## config.mk

```make
export PLATFORM = sky130hd
export DESIGN_NAME = pipeline_ctrl_flat
export DESIGN_NICKNAME = d
export VERILOG_FILES = /design/src/rtl/pipeline_ctrl_if.sv /design/src/rtl/pipeline_ctrl.sv /design/src/flat_wrapper.sv
export SDC_FILE = /design/constraint.sdc
export NUM_CORES = 1
export LEC_CHECK = 0
export BUFFER_PORTS_ARGS = -buffer_cell sky130_fd_sc_hd__buf_4
export CORE_MARGIN = 5
export CORE_UTILIZATION = 45
export DETAILED_ROUTE_END_ITERATION = 10
export HOLD_SLACK_MARGIN = 0.03
export PLACE_DENSITY = 0.69
export SLEW_MARGIN = 20
export SYNTH_ARGS = -nofsm -noshare
export SYNTH_HDL_FRONTEND = slang
export SYNTH_SLANG_ARGS = --single-unit
```

## constraint.sdc

```tcl
create_clock -name clk -period 3.6 [get_ports clk]
set_clock_uncertainty 0.15 [all_clocks]
set_input_delay 0.72 -clock clk [delete_from_list [all_inputs] [get_ports clk]]
set_output_delay 0.72 -clock clk [all_outputs]
set_load 0.02 [all_outputs]
```

## src/rtl/pipeline_ctrl_if.sv

```systemverilog
// Hazard-control bundle between the five pipeline stages and pipeline_ctrl.
// Stages (master) raise stall/flush requests; the controller (slave) returns enables, holds and squashes.
interface pipeline_ctrl_if;
    logic        fetch_stall_req;
    logic        alu_stall_req;
    logic        mem_stall_req;
    logic        alu_flush_req;
    logic        wb_flush_req;
    logic [4:0]  stage_ce;
    logic [4:0]  stage_stall;
    logic [4:0]  stage_flush;
    logic [31:0] stall_count;

    modport master (
        output fetch_stall_req, alu_stall_req, mem_stall_req, alu_flush_req, wb_flush_req,
        input  stage_ce, stage_stall, stage_flush, stall_count
    );

    modport slave (
        input  fetch_stall_req, alu_stall_req, mem_stall_req, alu_flush_req, wb_flush_req,
        output stage_ce, stage_stall, stage_flush, stall_count
    );
endinterface

```

## src/rtl/pipeline_ctrl.sv

```systemverilog
// Five-stage pipeline hazard controller: stall/flush are combinational, stage_ce moves one cycle after a request.
// Stalls propagate backward from the requesting stage; a writeback flush overrides every stall.
module pipeline_ctrl #(
    parameter int unsigned RESET_HOLD = 4
) (
    input  logic            clk,
    input  logic            rst,
    pipeline_ctrl_if.slave  ctrl
);

    typedef enum logic {S_INIT, S_RUN} state_t;

    localparam logic [7:0] HOLD_INIT = 8'(RESET_HOLD - 1);

    state_t      r_state;
    state_t      w_state_nxt;
    logic [7:0]  r_hold;
    logic [4:0]  r_ce;
    logic [4:0]  w_ce_nxt;
    logic [4:0]  w_stall_raw;
    logic [4:0]  w_stall;
    logic [4:0]  w_flush;
    logic        w_run;
    logic        w_wb_flush_acc;
    logic        w_alu_flush_acc;
    logic [31:0] r_stall_count;

    assign w_run = (r_state == S_RUN);

    always_ff @(posedge clk or posedge rst) begin
        if (rst) begin
            r_state <= S_INIT;
            r_hold  <= HOLD_INIT;
        end else begin
            r_state <= w_state_nxt;
            if (r_state == S_INIT && r_hold != 8'd0)
                r_hold <= r_hold - 8'd1;
        end
    end

    always_comb begin
        w_state_nxt = r_state;
        if (r_state == S_INIT && r_hold == 8'd0)
            w_state_nxt = S_RUN;
    end

    // A stall in stage k also freezes everything upstream of it.
    always_comb begin
        w_stall_raw    = '0;
        w_stall_raw[3] = ctrl.mem_stall_req;
        w_stall_raw[2] = ctrl.alu_stall_req | w_stall_raw[3];
        w_stall_raw[1] = w_stall_raw[2];
        w_stall_raw[0] = ctrl.fetch_stall_req | w_stall_raw[1];

        w_wb_flush_acc  = w_run & ctrl.wb_flush_req & r_ce[4];
        w_alu_flush_acc = w_run & ctrl.alu_flush_req & r_ce[2] & ~w_stall_raw[2] & ~w_wb_flush_acc;

        w_stall = '0;
        w_flush = '0;
        if (!w_run) begin
            w_stall = 5'b11111;
        end else if (w_wb_flush_acc) begin
            w_flush = 5'b01111;
        end else begin
            w_stall = w_stall_raw;
            if (w_alu_flush_acc)
                w_flush = 5'b00011;
        end
    end

    // Squash beats hold beats bubble beats advance.
    always_comb begin
        w_ce_nxt = '0;
        if (w_run) begin
            w_ce_nxt[0] = 1'b1;
            for (int k = 1; k < 5; k++) begin
                if (w_flush[k-1] || w_flush[k])
                    w_ce_nxt[k] = 1'b0;
                else if (w_stall[k])
                    w_ce_nxt[k] = r_ce[k];
                else if (w_stall[k-1])
                    w_ce_nxt[k] = 1'b0;
                else
                    w_ce_nxt[k] = r_ce[k-1];
            end
        end
    end

    always_ff @(posedge clk or posedge rst) begin
        if (rst) begin
            r_ce          <= '0;
            r_stall_count <= '0;
        end else begin
            r_ce <= w_ce_nxt;
            if (w_run && (|w_stall))
                r_stall_count <= r_stall_count + 32'd1;
        end
    end

    assign ctrl.stage_ce    = r_ce;
    assign ctrl.stage_stall = w_stall;
    assign ctrl.stage_flush = w_flush;
    assign ctrl.stall_count = r_stall_count;

endmodule

```

## src/flat_wrapper.sv

```systemverilog
// flat-port wrapper written by rule: the top's interface ports become plain ports
module pipeline_ctrl_flat 
#(
    parameter int unsigned RESET_HOLD = 4
)
  (clk, rst, ctrl_fetch_stall_req, ctrl_alu_stall_req, ctrl_mem_stall_req, ctrl_alu_flush_req, ctrl_wb_flush_req, ctrl_stage_ce, ctrl_stage_stall, ctrl_stage_flush, ctrl_stall_count);
  pipeline_ctrl_if ctrl_i ();
  input  logic clk;
  input  logic rst;
  input wire logic [$bits(ctrl_i.fetch_stall_req)-1:0] ctrl_fetch_stall_req;
  input wire logic [$bits(ctrl_i.alu_stall_req)-1:0] ctrl_alu_stall_req;
  input wire logic [$bits(ctrl_i.mem_stall_req)-1:0] ctrl_mem_stall_req;
  input wire logic [$bits(ctrl_i.alu_flush_req)-1:0] ctrl_alu_flush_req;
  input wire logic [$bits(ctrl_i.wb_flush_req)-1:0] ctrl_wb_flush_req;
  output wire logic [$bits(ctrl_i.stage_ce)-1:0] ctrl_stage_ce;
  output wire logic [$bits(ctrl_i.stage_stall)-1:0] ctrl_stage_stall;
  output wire logic [$bits(ctrl_i.stage_flush)-1:0] ctrl_stage_flush;
  output wire logic [$bits(ctrl_i.stall_count)-1:0] ctrl_stall_count;
  assign ctrl_i.fetch_stall_req = ctrl_fetch_stall_req;
  assign ctrl_i.alu_stall_req = ctrl_alu_stall_req;
  assign ctrl_i.mem_stall_req = ctrl_mem_stall_req;
  assign ctrl_i.alu_flush_req = ctrl_alu_flush_req;
  assign ctrl_i.wb_flush_req = ctrl_wb_flush_req;
  assign ctrl_stage_ce = ctrl_i.stage_ce;
  assign ctrl_stage_stall = ctrl_i.stage_stall;
  assign ctrl_stage_flush = ctrl_i.stage_flush;
  assign ctrl_stall_count = ctrl_i.stall_count;
  pipeline_ctrl #(.RESET_HOLD(RESET_HOLD)) u_core (.clk(clk), .rst(rst), .ctrl(ctrl_i));
endmodule
```

Word level (Yosys, flattened, before mapping)
Cells that the tools add are included.

Register bits: 46. Output and inout bits: 47.

Eq/ne operators: 4. Reduce and logical (&&, ||, !) cells: 10. $add $sub $neg: 2. Multiplexer cells: 18. Bitwise logic cells: 11.

Operators by type and width (count): $add A32 B1 Y32 const B (1); $mux W5 (4); $mux W1 (12); $ne A3 B3 Y1 const B (4); $logic_not A8 Y1 (1); $reduce_bool A8 Y1 (1); $sub A8 B1 Y8 const B (1); $and A1 B1 Y1 (6); $reduce_or A5 Y1 (1); $logic_or A1 B1 Y1 (4); $mux W4 (1); $logic_and A1 B1 Y1 (3); $not A1 Y1 (3); $mux W2 (1); $or A1 B1 Y1 (2).

Depth between registers and ports, before layout
Gate-level depths: netlist of run 1.

Depth in word-level cells: 10. Mapped depth: 6. Mapped depth without buffers: 5.

Worst setup path before layout of run 1
Ideal clock, no wire load.

Kind: in2out. From: input ctrl_wb_flush_req. To: output ctrl_stage_stall[2]. Required time: 2730 ps. Path buffers: 1. Stages on the path: 3. Setup slack: 1036 ps. Arrival time: 1694 ps. Cells stage by stage: and2_1 > o21ai_0 > buf_4.

Word-level cells in the longest chain between the ends: 4.

RTL lines: start: declaration (line flat_wrapper.sv:14) `input wire logic [$bits(ctrl_i.wb_flush_req)-1:0] ctrl_wb_flush_req;`; $and A1 B1 Y1 (2 in a row) (line pipeline_ctrl.sv:55) `w_wb_flush_acc = w_run & ctrl.wb_flush_req & r_ce[4];`; $mux W4 (line pipeline_ctrl.sv:62) `end else if (w_wb_flush_acc) begin`; $mux W5 (line pipeline_ctrl.sv:60) `if (!w_run) begin`; end: declaration (line flat_wrapper.sv:16) `output wire logic [$bits(ctrl_i.stage_stall)-1:0] ctrl_stage_stall;`.

Every way passes these cells.

Worst setup path in the final report of run 1
From: input ctrl_mem_stall_req. To: output ctrl_stage_stall[0].

Word-level cells in the longest chain between the ends: 4.

RTL lines: start: declaration (line flat_wrapper.sv:12) `input wire logic [$bits(ctrl_i.mem_stall_req)-1:0] ctrl_mem_stall_req;`; $or A1 B1 Y1 (line pipeline_ctrl.sv:51) `w_stall_raw[2] = ctrl.alu_stall_req | w_stall_raw[3];`; $or A1 B1 Y1 (line pipeline_ctrl.sv:53) `w_stall_raw[0] = ctrl.fetch_stall_req | w_stall_raw[1];`; $mux W4 (line pipeline_ctrl.sv:62); $mux W5 (line pipeline_ctrl.sv:60).

Every way passes these cells.

==> results of run 1 <==
==> state kept, by name, summed over array words and instances (netlist names) <==
signal,flops
u_core.r_state,1
u_core.ctrl.stage_ce,5
u_core.ctrl.stall_count,32
u_core.r_hold,8
==> cell type report <==
type                            count  area [um2]  share of cell area, %
Tap cell                           54        67.6                   2.54
Sequential cell                    46        1150                   43.3
Multi-Input combinational cell    131         925                   34.7
Inverter                            8        30.0                   1.13
Timing Repair Buffer               53         398                   14.9
Clock buffer                        5        68.8                   2.58
Clock inverter                      3        21.3                  0.798
==> through the flow <==
stage / setup WS [ns] / utilization, % / hold slack (ns) / std cells / cell area, um2
4_1_cts: 1.09 / 57.2 / 0.331 / 300 / 2660
3_5_place_dp: 1.09 / 55.2 / 0.318 / 292 / 2570
5_1_grt: 0.992 / 57.2 / 0.344 / 300 / 2660
3_3_place_gp: 1.13 / 55.2 / 0.313 / 292 / 2570
2_1_floorplan: 1.04 / - / 0.205 / 190 / 2150
6_report: 1.08 / 57.2 / 0.325 / 300 / 2660
==> cell usage in the layout (no fill, tap or decap), types with 2 or more instances in the layout <==
cell type,synthesis,final
nor4_4,2,2
ha_1,2,2
a21oi_1,3,3
nand2_1,10,10
and2_1,2,2
xnor2_1,25,25
dfstp_2,2,2
nor4_1,4,4
nand3_1,18,18
inv_1,8,7
o21ai_0,5,5
and4_1,2,2
clkbuf_8,0,5
nor2_1,11,11
dfrtp_1,44,44
xor2_1,13,13
and3_1,6,6
nor3_1,6,6
nand4_1,7,7
buf_4,5,53
==> layer usage <==
| layer | up-vias | track usage, % | wire [um] |
|---|---|---|---|
| met5 | - | 0 | 0 |
| met1 | 730 | 19.0 | 1890 |
| met3 | 2 | 4.20 | 180 |
| li1 | 771 | - | - |
| met2 | 26 | 22.4 | 2050 |
| met4 | 0 | 3.95 | 36 |
==> power breakdown <==
group / switching [mW] / internal (mW) / total, mW / leakage (nW)
Clock: 0.173 / 0.137 / 0.309 / 0.0441
Sequential: 0.0618 / 0.566 / 0.628 / 0.603
Combinational: 0.167 / 0.128 / 0.295 / 0.681
Total: 0.401 / 0.830 / 1.23 / 1.33
==> how the worst max path moves through the flow <==
stage | from | end | slack, ns | cells after the start
3_5_place_dp | ctrl_mem_stall_req | ctrl_stage_stall[0] | 1.09 | 4
6_report | ctrl_mem_stall_req | ctrl_stage_stall[0] | 1.08 | 4
3_3_place_gp | ctrl_mem_stall_req | ctrl_stage_stall[0] | 1.13 | 4
2_1_floorplan | ctrl_wb_flush_req | ctrl_stage_stall[2] | 1.04 | 3
5_1_grt | ctrl_mem_stall_req | ctrl_stage_stall[0] | 0.99 | 4
4_1_cts | ctrl_mem_stall_req | ctrl_stage_stall[0] | 1.09 | 4
==> critical path, cell delays in order <==
cell     delay (ns)
buf_4          0.13
nor3_1         0.47
o21ai_0        0.15
buf_4          0.18
==> kinds of logic (layout without fill, tap and decap cells) <==
kind of cell	count (synthesis)	in the layout	share of synthesized area (%)
AOI/OAI and AO/OA	14	14	4.72
xor gates and xnor gates	38	38	15.5
adders and majority gates	2	2	1.17
buffers and inverters	13	69	3.15
DFF	46	46	53.8
muxes	1	1	0.525
other	1	1	0.175
and+or+nand+nor	75	75	21.0
==> qor.csv, run 1 <==
metric,value,unit
wl,4160,um
powerDensity,462,nW/um2
dpl.hpwl,3160,um
hold_path_class,flop to flop,
seq_area_frac_synth,53.8,%
max_cap_viol_count,0,
postCtsSetupBuffers,0,
clk_pin_slew,0.09,ns
synth.distinct_cells,34,
grt_start_max_net_pins,47,
finalHoldViolCount,0,
fin_crit,2.52,ns
min_from,u_core.ctrl.stall_count[31]$_DFFE_PP0P_,
die_w,79.1,um
r2r_setup_slack,1.58,ns
synthArstFlopShare,100,%
grt_pass1_vias,1488,
holdPathEnd,u_core.ctrl.stall_count[31]$_DFFE_PP0P_,
yosysWarnings,0,
syn_area,2150,um2
final_antenna_net_count,0,
synth.avg_cell_area,11.3,um2
synth.most_common_cell,dfrtp_1,
grt_pass1_wl,7100,um
htree_levels,2,
std_cell_rows,25,
die_y,79.1,um
slew_violations,0,
rr_startpoint,u_core.r_state$_DFFE_PP0P_,
worstPathMaxFanout,6,
cp-end-kind,primary output,
area_growth,24.1,%
via_per_inst,5.10,
synthCells,190,
ctsLongestPathBuffers,2,
wl_per_cell,13.9,um
coreArea,4660,um2
ys_seq_elements,46,
final.setup.tns,0,ns
grt-ovfl-total,0,
r2r-end,u_core.ctrl.stall_count[15]$_DFFE_PP0P_,
numPortBuffers,52,
worstPathRequired,2.73,ns
leakage,1.33,nW
gp_congestion,0.814,
fmax,397,MHz
die_area,6250,um2
cts_tree,done,
grtUsageTotal,14.2,%
final.fill_count,411,
synthTopCellsByArea,"dfrtp_1, xnor2_1, xor2_1",
status,"finished, final reports clean",
start_util,46.0,%
nets,254,
holdPathStages,1,
via_count,1529,
fin_crit_sh,70.0,%
cp-start-kind,input pin,
synth_top_flop_cell,dfrtp_1,
hold_buffers,0,
first_pass_iters,4,
synth_top_area_share,51.3,%
finalSetupViolations,0,
cts_resized,0,
io_pins,54,
rsz0062_at_grt,no,
crit_type,input pin to primary output,
synth_edf_count,0,
drt-initial-drc-count,92,
ir_drop,0.000225,V
synth_fp_nets,199,
rr_worst_depth,5,
tightestPinTransition,0.632,ns
diodes,0,
antenna_found_initial,0,
numCtsBuffers,5,
clock-sinks,46,
final_layout_size_suffix_gt1_share,28.9,%
cp.arrival,1.65,ns
cts_root_buf,clkbuf_8,
drc,0,
ys_top_cells_by_count,"dfrtp_1, xnor2_1, nand3_1",
power,1.23,mW
synth_top_area_cell,dfrtp_1,
slew_headroom,57.7,%
worstSkewPairLatency,0.29,ns
No activity file was read; power rests on OpenSTA's default activity.
==> run 2: changes to the inputs <==
Settings changed: ABC_AREA set to 1, PLACE_DENSITY 0.69 to 0.71.
Clock period 3.6 ns to 2.1 ns, I/O delays scaled along.
==> run 2 against run 1 <==
Against the previous run: global-route usage up 2.9 points; cell count up 50%; setup slack lost 0.97 ns.
==> qor.csv, run 2 <==
metric,value,unit,change
numCtsBuffers,5,,unchanged
via_per_inst,4.85,,-4.9%
start_util,45.6,%,-0.40 points
mostFrequentLayoutCells,"nand2_1, buf_4, dfrtp_1",,
crit_slowest_cell,dfrtp_2,,
worstPathMaxFanout,6,,unchanged
die_area,7100,um2,+14%
ir_drop,0.000389,V,+73%
via_count,2176,,+42%
gp_congestion,0.866,,+6.4%
grt_pass1_wl,10000,um,+41%
fmax,502,MHz,
cp_cell_sequence,inv_1 -> or2_2 -> nand2_1 -> inv_1 -> buf_4,,
seq_area_frac_synth,46.5,%,-7.3 points
die_y,84.3,um,+6.6%
dpl-instance-area,2950,um2,+15%
worstPathRequired,1.53,ns,-1.20 ns
numPortBuffers,52,,unchanged
max_stage_delay,0.43,ns,-0.04 ns
ys_top_cells_by_count,"nand2_1, dfrtp_1, nor2_1",,
std_cell_rows,27,,+8.0%
dpl.hpwl,4430,um,+40%
nets,385,,+52%
fin_crit_sh,94.9,%,
antenna_found_initial,0,,unchanged
final.setup.tns,0,ns,unchanged
wl_per_cell,12.6,um,-9.4%
htree_levels,2,,unchanged
grt-ovfl-total,0,,unchanged
coreArea,5440,um2,+17%
worstSkewPairLatency,0.31,ns,+0.02 ns
cp_common_cell,inv_1,,
rr_worst_depth,10,,+5
ctsLongestPathBuffers,2,,unchanged
holdPathStages,3,,+2
final_layout_size_suffix_gt1_share,20.7,%,-8.2 points
holdPathEnd,u_core.ctrl.stage_ce[4]$_DFFE_PP0P_,,
io_pins,54,,unchanged
yosysWarnings,0,,unchanged
cp.arrival,1.42,ns,-0.23 ns
drt-initial-drc-count,126,,+37%
fin_crit,1.99,ns,
clk_pin_slew,0.09,ns,about the same
final.fill_count,507,,+23%
synth_top_area_share,44.4,%,-7.0 points
synth.avg_cell_area,7.81,um2,-31%
synth_edf_count,0,,unchanged
diodes,0,,unchanged
cts_tree,done,,
rr_startpoint,u_core.r_hold[0]$_DFFE_PP1P_,,
final_antenna_net_count,0,,unchanged
slew_violations,0,,unchanged
clock-sinks,46,,unchanged
grt_start_max_net_pins,30,,-36%
syn_area,2480,um2,+16%
first_pass_iters,4,,unchanged
synthTopCellsByArea,"dfrtp_1, nand2_1, nor2_1",,
synth_top_flop_cell,dfrtp_1,,
holdWs,0.217,ns,-0.108 ns
cp-start-kind,flop,,
area_growth,24.0,%,
grt_pass1_vias,2165,,+45%
die_w,84.3,um,+6.6%
synth_top_area_cell,dfrtp_1,,
finalSetupViolations,0,,unchanged
final_common_cell,nand2_1,,
drc,0,,unchanged
synthArstFlopShare,100,%,unchanged
wl,5640,um,+36%
min_from,ctrl_mem_stall_req,,
largest_reg_flops,32,,unchanged
max_cap_viol_count,0,,unchanged
synth_fp_nets,327,,+64%
synth.distinct_cells,26,,-24%
design_area,3080,um2,+16%
rsz0062_at_grt,no,,
placed_cells,440,,+51%
r2r_setup_slack,0.28,ns,-1.30 ns
powerDensity,741,nW/um2,+60%
finalHoldViolCount,0,,unchanged
status,"finished, final reports clean",,
cts_root_buf,clkbuf_8,,
synth.most_common_cell,nand2_1,,
synthCells,318,,+67%
crit_type,flop to primary output,,
leakage,1.53,nW,+15%
ys_seq_elements,46,,unchanged
grtUsageTotal,17.1,%,+2.9 points
r2r-end,u_core.r_hold[7]$_DFFE_PP0P_,,
cp-end-kind,primary output,,
hold_path_class,input pin to flop,,
layout.cells.non_filler,449,,+50%
-- run 2: changes by cell type in the layout (fill, tap and decap cells not counted), sizes merged, moves of 6 or more --
cell,previous run,this run
nand2,10,103
inv,7,36
nor4,6,0
nor2,11,44
xnor2,25,15
-- run 2: logic make-up after synthesis --
family / count (synthesis) / share of synthesized area (%)
XOR/XNOR: 25 / 8.82
adder cells (fa/ha/maj): 2 / 1.01
AO/OA/AOI/OAI: 8 / 2.17
flip-flops: 46 / 46.5
buffers and inverters: 43 / 7.41
AND/OR/NAND/NOR: 193 / 34.0
other: 1 / 0.151
-- run 2: repair_timing --
action | CTS | global route
hold buffers | 1 | 0
endpoints found under the hold margin | 15 | 0
endpoints found under the setup margin | 0 | 5
gates resized for setup | 0 | 2
setup buffers | 0 | 0
-- run 2: metrics by stage --
stage | setup slack [ns] | utilization [%] | total power [mW]
detailed placement | 0.240 | 54.2 | 1.64
global route | 0.0262 | 56.6 | 2.41
global placement | 0.268 | 54.2 | 1.62
floorplan | 0.316 | - | 1.41
CTS | 0.0455 | 56.5 | 2.31
finish | 0.107 | 56.6 | 2.28
-- run 2: per-layer routing --
| layer | GRT usage, % | part of all wire, % | vias up |
|---|---|---|---|
| li1 | - | - | 1103 |
| met1 | 22.5 | 46 | 1020 |
| met2 | 27.8 | 48 | 43 |
| met3 | 3.53 | 3.9 | 10 |
| met4 | 6.73 | 2.2 | 0 |
| met5 | 0 | 0 | - |
-- run 2: final cells by class --
type / count / area [um2] / share of cell area (%)
sequential: 46 / 1150 / 37.5
clock buffer: 5 / 68.8 / 2.24
timing repair buffer: 57 / 430 / 14.0
clock inverter: 3 / 45.0 / 1.46
tap: 72 / 90.1 / 2.93
multi-input combinational: 229 / 1150 / 37.4
inverter: 37 / 139 / 4.51
-- run 2: power breakdown --
| group | total [mW] | switching (mW) | internal, mW |
|---|---|---|---|
| logic | 0.541 | 0.310 | 0.231 |
| registers | 1.07 | 0.102 | 0.972 |
| clock network | 0.667 | 0.313 | 0.354 |
-- run 2: worst max-delay path, delay by kind of cell, from the launching register on --
family	cells	cell delay (ns)
DFF	1	0.43
and+or+nand+nor	2	0.39
buffers and inverters	3	0.30
-- run 2: worst max path at each step --
stage | depth (start not counted) | start | slack (ns) | to
2_1_floorplan | 6 | ctrl_mem_stall_req | 0.32 | ctrl_stage_flush[1]
3_3_place_gp | 6 | ctrl_mem_stall_req | 0.27 | ctrl_stage_stall[0]
3_5_place_dp | 6 | ctrl_mem_stall_req | 0.24 | ctrl_stage_stall[0]
4_1_cts | 5 | u_core.r_state$_DFFE_PP0P_ | 0.05 | ctrl_stage_stall[3]
5_1_grt | 5 | u_core.r_state$_DFFE_PP0P_ | 0.03 | ctrl_stage_stall[3]
6_report | 5 | u_core.r_state$_DFFE_PP0P_ | 0.11 | ctrl_stage_stall[3]
